## src/rtl/e1_par2seq_if.sv

```systemverilog
// Frame-in / word-out handshake bundle for e1_par2seq.
// The unpacker connects through the slave modport and the frame producer through the master modport.
interface e1_par2seq_if #(
    parameter int SEQ_CNT        = 5,
    parameter int APP_DATA_WIDTH = 64
);
    logic                              par_valid;
    logic                              par_ready;
    logic [APP_DATA_WIDTH*SEQ_CNT-1:0] par;
    logic                              seq_valid;
    logic                              seq_ready;
    logic [APP_DATA_WIDTH-1:0]         seq;
    logic                              seq_last;
    logic                              busy;

    modport slave (
        input  par_valid, par, seq_ready,
        output par_ready, seq_valid, seq, seq_last, busy
    );

    modport master (
        output par_valid, par, seq_ready,
        input  par_ready, seq_valid, seq, seq_last, busy
    );
endinterface

```

## src/rtl/e1_par2seq.sv

```systemverilog
// Parallel-to-serial unpacker: one SEQ_CNT-word frame in, one word per beat out, lowest slice first.
// Define E1_PAR2SEQ_PREFETCH_EN to add a one-frame hold register that removes the inter-frame bubble.
//
// state | meaning
// IDLE  | no frame in the shift register, waiting for a frame
// SHIFT | presenting sr low word, shifting on each beat
module e1_par2seq #(
    parameter int SEQ_CNT        = 5,
    parameter int APP_DATA_WIDTH = 64
) (
    input  logic         clk,
    input  logic         rst,
    e1_par2seq_if.slave  bus
);
    localparam int CW = (SEQ_CNT > 1) ? $clog2(SEQ_CNT) : 1;
    localparam int FW = SEQ_CNT * APP_DATA_WIDTH;
    localparam logic [CW-1:0] CNT_LAST = CW'(SEQ_CNT - 1);

    typedef enum logic {
        IDLE  = 1'b0,
        SHIFT = 1'b1
    } state_t;

    state_t          state_q, state_d;
    logic [FW-1:0]   sr_q, sr_d;
    logic [CW-1:0]   cnt_q, cnt_d;
    logic            hold_valid;
    logic            beat;
    logic            last_beat;
    logic            accept;

`ifdef E1_PAR2SEQ_PREFETCH_EN
    logic [FW-1:0]   hold_q, hold_d;
    logic            hold_valid_q, hold_valid_d;

    assign hold_valid    = hold_valid_q;
    assign bus.par_ready = !hold_valid_q;

    always_ff @(posedge clk) begin
        if (rst) begin
            hold_q       <= '0;
            hold_valid_q <= 1'b0;
        end else begin
            hold_q       <= hold_d;
            hold_valid_q <= hold_valid_d;
        end
    end
`else
    assign hold_valid    = 1'b0;
    assign bus.par_ready = (state_q == IDLE);
`endif

    assign bus.seq_valid = (state_q == SHIFT);
    assign bus.seq       = sr_q[APP_DATA_WIDTH-1:0];
    assign bus.seq_last  = bus.seq_valid && (cnt_q == CNT_LAST);
    assign bus.busy      = (state_q == SHIFT) || hold_valid;

    assign beat      = bus.seq_valid && bus.seq_ready;
    assign last_beat = beat && (cnt_q == CNT_LAST);
    assign accept    = bus.par_valid && bus.par_ready;

    always_ff @(posedge clk) begin
        if (rst) begin
            state_q <= IDLE;
            sr_q    <= '0;
            cnt_q   <= '0;
        end else begin
            state_q <= state_d;
            sr_q    <= sr_d;
            cnt_q   <= cnt_d;
        end
    end

    always_comb begin
        state_d = state_q;
        sr_d    = sr_q;
        cnt_d   = cnt_q;
`ifdef E1_PAR2SEQ_PREFETCH_EN
        hold_d       = hold_q;
        hold_valid_d = hold_valid_q;
`endif
        case (state_q)
            IDLE: begin
                if (accept) begin
                    sr_d    = bus.par;
                    cnt_d   = '0;
                    state_d = SHIFT;
                end
            end
            SHIFT: begin
                if (beat) begin
                    sr_d  = sr_q >> APP_DATA_WIDTH;
                    cnt_d = cnt_q + CW'(1);
                    if (last_beat) begin
                        cnt_d   = '0;
                        state_d = IDLE;
                    end
                end
`ifdef E1_PAR2SEQ_PREFETCH_EN
                // A queued frame takes priority over a bypass; par_ready is low whenever hold is full.
                if (last_beat && hold_valid_q) begin
                    sr_d         = hold_q;
                    hold_valid_d = 1'b0;
                    state_d      = SHIFT;
                end else if (last_beat && accept) begin
                    sr_d    = bus.par;
                    state_d = SHIFT;
                end else if (accept) begin
                    hold_d       = bus.par;
                    hold_valid_d = 1'b1;
                end
`endif
            end
            default: state_d = IDLE;
        endcase
    end
endmodule
```

## src/flat_wrapper.sv

```systemverilog
// flat-port wrapper written by rule: the top's interface ports become plain ports
module e1_par2seq_flat 
#(
    parameter int SEQ_CNT        = 5,
    parameter int APP_DATA_WIDTH = 64
)
  (clk, rst, bus_par_valid, bus_par, bus_seq_ready, bus_par_ready, bus_seq_valid, bus_seq, bus_seq_last, bus_busy);
  e1_par2seq_if #(.SEQ_CNT(SEQ_CNT), .APP_DATA_WIDTH(APP_DATA_WIDTH)) bus_i ();
  input  logic clk;
  input  logic rst;
  input wire logic [$bits(bus_i.par_valid)-1:0] bus_par_valid;
  input wire logic [$bits(bus_i.par)-1:0] bus_par;
  input wire logic [$bits(bus_i.seq_ready)-1:0] bus_seq_ready;
  output wire logic [$bits(bus_i.par_ready)-1:0] bus_par_ready;
  output wire logic [$bits(bus_i.seq_valid)-1:0] bus_seq_valid;
  output wire logic [$bits(bus_i.seq)-1:0] bus_seq;
  output wire logic [$bits(bus_i.seq_last)-1:0] bus_seq_last;
  output wire logic [$bits(bus_i.busy)-1:0] bus_busy;
  assign bus_i.par_valid = bus_par_valid;
  assign bus_i.par = bus_par;
  assign bus_i.seq_ready = bus_seq_ready;
  assign bus_par_ready = bus_i.par_ready;
  assign bus_seq_valid = bus_i.seq_valid;
  assign bus_seq = bus_i.seq;
  assign bus_seq_last = bus_i.seq_last;
  assign bus_busy = bus_i.busy;
  e1_par2seq #(.SEQ_CNT(SEQ_CNT), .APP_DATA_WIDTH(APP_DATA_WIDTH)) u_core (.clk(clk), .rst(rst), .bus(bus_i));
endmodule
```

## config.mk

```make
export PLATFORM = sky130hd
export DESIGN_NAME = e1_par2seq_flat
export DESIGN_NICKNAME = d
export VERILOG_FILES = /design/src/rtl/e1_par2seq_if.sv /design/src/rtl/e1_par2seq.sv /design/src/flat_wrapper.sv
export SDC_FILE = /design/constraint.sdc
export NUM_CORES = 1
export LEC_CHECK = 0
export CAP_MARGIN = 20
export CELL_PAD_IN_SITES_DETAIL_PLACEMENT = 0
export CELL_PAD_IN_SITES_GLOBAL_PLACEMENT = 1
export CORE_MARGIN = 2
export CORE_UTILIZATION = 40
export CTS_CLUSTER_DIAMETER = 80
export DETAILED_ROUTE_END_ITERATION = 16
export PLACE_DENSITY = 0.89
export SKIP_LAST_GASP = 1
export SLEW_MARGIN = 20
export SYNTH_ARGS = -nofsm -noshare
export SYNTH_HDL_FRONTEND = slang
export SYNTH_SLANG_ARGS = --single-unit
```

## constraint.sdc

```tcl
create_clock -name clk -period 2.6 [get_ports clk]
set_clock_uncertainty 0.15 [all_clocks]
set_input_delay 0.52 -clock clk [delete_from_list [all_inputs] [get_ports clk]]
set_output_delay 0.52 -clock clk [all_outputs]
set_load 0.01 [all_outputs]
```

==> metrics.txt, run 1 <==
DR vias/cell a little over 5; post-route setup slack 0.294 ns; post-layout min period ~2.3 ns; CP Class register to output port; routed wire length 38.7 mm; Fin. Hold Viols 0; Worst setup SP type register; static leakage power 7.57 nW; Syn-to-layout area delta 34.7%; layout cells sized above 1 around 17%; post-synth top area cell dfxtp_1; Synth Warn # 0; post-detailed-placement half-perimeter wirelength 27.6 mm; count leader, synth dfxtp_1; Slew Viols, Final 0; Post-Place Setup Slack around 0.17 ns; flop2flop setup slack 0.67 ns; die area between 30000 and 40000 um^2; syn_area_per_cell 10.4 um^2; slew margin rel. 62.3%; IR drop worst, VDD 0.499 mV; total CTS buffers 37; Post-CTS Setup Bufs 0; crit-path leading delay family buffers and inverters; reg2reg end u_core.sr_q[148]$_SDFFE_PP0P_; worst hold start rst; hold_ws 0.285 ns; all-layer global routing usage between 10% and 20%; Mapped Cells 1442; DR WL/cell 17.5 um; antenna violations before repair 2; main combinational cell family by area after synthesis compound AO/OA/AOI/OAI gates; Starting Density 40.7%; Die W between 150 and 200 um; area fraction in compound gates after synthesis 22.7%; synth cell count leaders dfxtp_1, nor2_1, mux2i_1, a211oi_2, buf_4; Synth Flop Type dfxtp_1; max_cap viols 0; worst stage delay on the critical path 0.60 ns; achievable frequency roughly 430 MHz; root buf cell clkbuf_16; GRT Residual Overflow 0; number of synthesized flops with an enable pin 0; Synth Net Count around 1800; Synth Area in Adders 0.168%; Register-to-Register Path Depth 4; clk buf depth 3; final setup violation count 0; worst-path fanout max 15; Seq cells post-synth 324; R2R Path Start u_core.bus.busy$_SDFF_PP0_; I/O Buffers about 390; vias in the first global route 11300; Final GP Congestion 0.825; largest net degree at the start of global routing 60; DRC 0; Netlist cell types 24; Req. time, crit path 1.93 ns; drt pass-1 iters 5; post-synthesis xor/xnor area fraction 0%; outcome finished clean; Vias 11300; Seq/Total Area, Yosys 43.4%; Layout Utilization 54.8%; Synth top area share 43.4%; setup TNS 0 ns; Tcrit/Tclk final 88.7%; Die Span Y 197 um; Num Clock Sinks 324; CTS tree done; crit path cell chain clkdlybuf4s50_1; worst hold path stage count 2; Worst Tran Pin Value 0.566 ns; CP max stage cell clkdlybuf4s50_1; # hold bufs at CTS 0; I/O pins 392; maximum level of the CTS H-tree 2; first-pass GRT wire length slightly above 60 mm; Synth async-reset ratio 0%; filler cell count 3159; Area contributors post-synth dfxtp_1, mux2i_1, a211oi_2; Clk Latency, worst-skew pair 0.51 ns; Site Rows 70; Reg area roughly 6500 um^2; RSZ-0062 raised after global routing false; Synth Area in Simple Gates approximately 8.3%; HP Class input port to register; Post-Syn Area 14900 um^2; post-synthesis mux area share 17.4%; WP buf/inv 1; hold-critical path endpoint u_core.sr_q[257]$_SDFFE_PP0P_; Routed Antenna Nets 0; PD cells 652 nW/um^2; crit path DAT between 1.5 and 2 ns; Setup crit end kind output port; layout net count ~2100; Core Box Area 36700 um^2; Multi-input gate area 7290 um^2; initial DRC count 456; clk slew on worst S/H paths 0.06 ns
[metal layers]
layer | GRT usage (%) | share of wire [%]
met5 | 0 | 0.034
met4 | 5.74 | 2.4
met1 | 25.8 | 45
met2 | 31.2 | 47
met3 | 4.27 | 5.2
[cells by family (layout without fill, tap and decap cells)]
family                     count (synthesis)  in the layout
adders and majority gates                  2              2
other                                      0              1
and+or+nand+nor                          328            328
buffers and inverters                    204            507
AOI/OAI and AO/OA                        325            325
muxes                                    259            259
DFF                                      324            324
[sequential cells by signal, indices dropped and copies added, names as in the netlist]
name,flops
u_core.cnt_q,3
u_core.sr_q,320
u_core.bus.busy,1
[final cells by class]
cell class	instances	area share, %
repair buffers	444	22.8
multi-input cells	914	36.2
clock inverters	10	0.498
flip-flops and latches	324	32.3
diodes	1	0.0124
clock buffers	50	5.19
inverters	3	0.0560
well taps	468	2.91
[placed cells by master, fill, tap and decap left out, types with 2 or more instances in the layout]
cell	count
inv_1	3
a211oi_1	67
bufinv_16	2
a211oi_2	190
clkinv_2	8
clkdlybuf4s50_1	389
nor2_1	322
buf_12	22
dfxtp_1	323
clkbuf_1	6
clkbuf_16	37
clkbuf_8	7
buf_4	31
mux2i_1	257
a22oi_1	65
[through the flow]
step	power (mW)	cell area, um^2	instances
after floorplan	7.32	14900	1442
after global placement	8.22	19000	2153
after detailed placement	8.27	19000	2153
after CTS	13.3	20100	2213
after global routing	13.7	20100	2214
final	13.1	20100	2214
[worst max-delay path by stage]
stage                                  from  cells after the start  slack (ns)                           end
2_1_floorplan    u_core.bus.busy$_SDFF_PP0_                      4        0.75                  bus_seq_last
3_3_place_gp                  bus_par_valid                      6        0.25  u_core.sr_q[12]$_SDFFE_PP0P_
3_5_place_dp                  bus_seq_ready                      6        0.17   u_core.sr_q[8]$_SDFFE_PP0P_
4_1_cts        u_core.cnt_q[0]$_SDFFE_PP0P_                      4        0.02                  bus_seq_last
5_1_grt          u_core.bus.busy$_SDFF_PP0_                      1        0.21                      bus_busy
6_report         u_core.bus.busy$_SDFF_PP0_                      1        0.29                 bus_seq_valid
[repair_timing]
action / in CTS / in global routing
endpoints found under the setup margin: 0 / 1
gates resized for setup: 0 / 2
endpoints found under the hold margin: 0 / 0
[power by group]
part           leakage, nW  total [mW]  switching [mW]  internal, mW
Sequential            2.68        5.64           0.244          5.40
Clock                0.573        4.96            1.98          2.99
Combinational         4.32        2.52            1.17          1.35
(Power assumes the default switching activity.)
==> run 2, diff against run 1 <==
- CORE_UTILIZATION: 40 -> 34
- PLACE_DENSITY: 0.89 -> 0.81
- clock period: 2.6 -> 1.94 ns (I/O delays scaled with it)
==> metrics.txt, run 2 (synthesis results as in run 1) <==
sw frac 26.4% (was 25.8%); Req. time, crit path 1.40 ns (was 1.93 ns); DR vias/cell 4.88 (was 5.09); DRC 0 (unchanged); Vias 11500 (was 11300); IR drop worst, VDD 0.531 mV (was 0.499 mV); Pint 13.2 mW (was 9.73 mW); Worst setup SP type register (unchanged); flop2flop setup slack 0.07 ns (was 0.67 ns); all-layer global routing usage 17.6% (was 19.3%); clk slew on worst S/H paths 0.06 ns (about the same); achievable frequency between 500 and 600 MHz; layout net count 2070 (was 2050); Tcrit/Tclk final 99.7%; Num Clock Sinks 324 (unchanged); Die W 214 um (was 197 um); Starting Density 34.6% (was 40.7%); routed wire length 41.5 mm (was 38.7 mm); antenna violations before repair 6 (was 2); largest net degree at the start of global routing 56 (was 60); max FFs per register 320 (unchanged); Layout Utilization 48.0% (was 54.8%); total power 17.9 mW (was 13.1 mW); worst-path fanout max 3 (was 15); drt pass-1 iters 4 (was 5); die area 45600 um^2 (was 38900 um^2); first-pass GRT wire length 63.2 mm (was 60.5 mm); GRT Residual Overflow 0 (unchanged); outcome finished clean (unchanged); # hold bufs at CTS 0 (unchanged); Biggest register u_core.sr_q (unchanged); Die Span Y 214 um (was 197 um); Core Box Area 43200 um^2 (was 36700 um^2); DR WL/cell 17.6 um (was 17.5 um); R2R Path Start u_core.bus.busy$_SDFF_PP0_ (unchanged); I/O Buffers 391 (unchanged); CTS tree done (unchanged); root buf cell clkbuf_16 (unchanged); HP Class input port to register (unchanged); Fin. Hold Viols 0 (unchanged); slew margin rel. 72.5% (was 62.3%); max_cap viols 0 (unchanged); clk buf depth 3 (unchanged); PD cells 865 nW/um^2 (was 652 nW/um^2); final setup violation count 0 (unchanged); Clk pwr share 38.4% (was 37.8%); CP Class register to output port (unchanged); RSZ-0062 raised after global routing true (was false); I/O pins 392 (unchanged); maximum level of the CTS H-tree 2 (unchanged); Site Rows 76 (was 70); post-detailed-placement half-perimeter wirelength 29.4 mm (was 27.6 mm); commonest non-fill, non-tap cell in the layout clkdlybuf4s50_1 (unchanged); layout cells sized above 1 20.5% (was 17.4%); crit path DAT 1.40 ns (was 1.64 ns); Routed Antenna Nets 0 (unchanged); hold-critical path endpoint u_core.sr_q[303]$_SDFFE_PP0P_ (was u_core.sr_q[257]$_SDFFE_PP0P_); initial DRC count 572 (was 456); most frequent cells in the layout clkdlybuf4s50_1, dfxtp_1, nor2_1 (unchanged); worst hold start rst (unchanged); Post-Place Setup Slack -0.178 ns (was 0.170 ns); reg2reg end u_core.sr_q[34]$_SDFFE_PP0P_ (was u_core.sr_q[148]$_SDFFE_PP0P_); Register-to-Register Path Depth 7 (was 4); post-layout min period 1.93 ns; static leakage power 7.96 nW (was 7.57 nW); worst hold path stage count 2 (unchanged); Syn-to-layout area delta 38.7% (was 34.7%); post-route setup slack 0.00649 ns (was 0.294 ns); Worst Tran Pin Value 0.413 ns (was 0.566 ns); vias in the first global route 11600 (was 11300); Clk Latency, worst-skew pair 0.54 ns (was 0.51 ns); Final GP Congestion 0.799 (was 0.825); total CTS buffers 38 (was 37); Slew Viols, Final 0 (unchanged); Net Switching 4.74 mW (was 3.39 mW); Comb pwr share 19.5% (was 19.2%); Seq pwr share 42.2% (was 43.0%); Setup crit end kind output port (unchanged)
run 2: metal layers:
metal | vias to the layer above | routed length (um) | track usage (%)
met5 | - | 0 | 0
met3 | 75 | 2320 | 3.54
li1 | 5746 | - | -
met4 | 0 | 1290 | 7.61
met2 | 297 | 19200 | 28.1
met1 | 5414 | 18800 | 23.1
run 2: timing repair:
| action | 4_1_cts | 5_1_grt |
|---|---|---|
| cloned | 0 | 2 |
| pin swaps | 0 | 1 |
| buffers inserted | 2 | 1 |
| resized for setup | 71 | 55 |
| setup endpoints to repair | 68 | 79 |
run 2: worst max-delay path, cell delays in order (launching register included):
cell	delay, ns
dfxtp_2	0.34
inv_1	0.05
ha_2	0.18
and3_4	0.17
buf_6	0.12
run 2: layout make-up:
type	count	area (um^2)
clock inverter	5	31.3
fill	4002	22500
multi-input combinational	914	7410
inverter	3	11.3
antenna	6	15.0
sequential	324	6490
tap	585	732
timing repair buffer	463	4850
clock buffer	61	1170
run 2: worst max-delay path by stage:
stage	start	to	slack, ns	cells after the start
final	u_core.cnt_q[0]$_SDFFE_PP0P_	bus_seq_last	0.006	4
after global routing	u_core.cnt_q[0]$_SDFFE_PP0P_	bus_seq_last	-0.04	4
after CTS	u_core.cnt_q[0]$_SDFFE_PP0P_	bus_seq_last	-0.24	4
after detailed placement	bus_seq_ready	u_core.sr_q[0]$_SDFFE_PP0P_	-0.18	6
after global placement	bus_par_valid	u_core.sr_q[121]$_SDFFE_PP0P_	-0.07	6
after floorplan	u_core.bus.busy$_SDFF_PP0_	bus_seq_last	0.23	4
run 2: power by group through the flow:
| stage | Sequential (mW) | Combinational (mW) | Clock [mW] |
|---|---|---|---|
| 6_report | 7.56 | 3.49 | 6.87 |
| 5_1_grt | 7.62 | 3.79 | 7.34 |
| 4_1_cts | 7.55 | 3.44 | 7.10 |
| 3_5_place_dp | 7.70 | 3.49 | 0 |
| 3_3_place_gp | 7.68 | 3.44 | 0 |
| 2_1_floorplan | 7.59 | 2.22 | 0 |
run 2: metrics by stage:
| step | hold WS (ns) | cell area (um^2) | std cells | setup TNS [ns] |
|---|---|---|---|---|
| 6_report | 0.101 | 20700 | 2361 | 0 |
| 5_1_grt | 0.0898 | 20700 | 2360 | -0.0387 |
| 4_1_cts | 0.0578 | 20500 | 2352 | -0.266 |
| 3_5_place_dp | 0.333 | 19300 | 2284 | -20.07 |
| 3_3_place_gp | 0.328 | 19300 | 2284 | -9.90 |
| 2_1_floorplan | 0.315 | 14900 | 1442 | 0 |
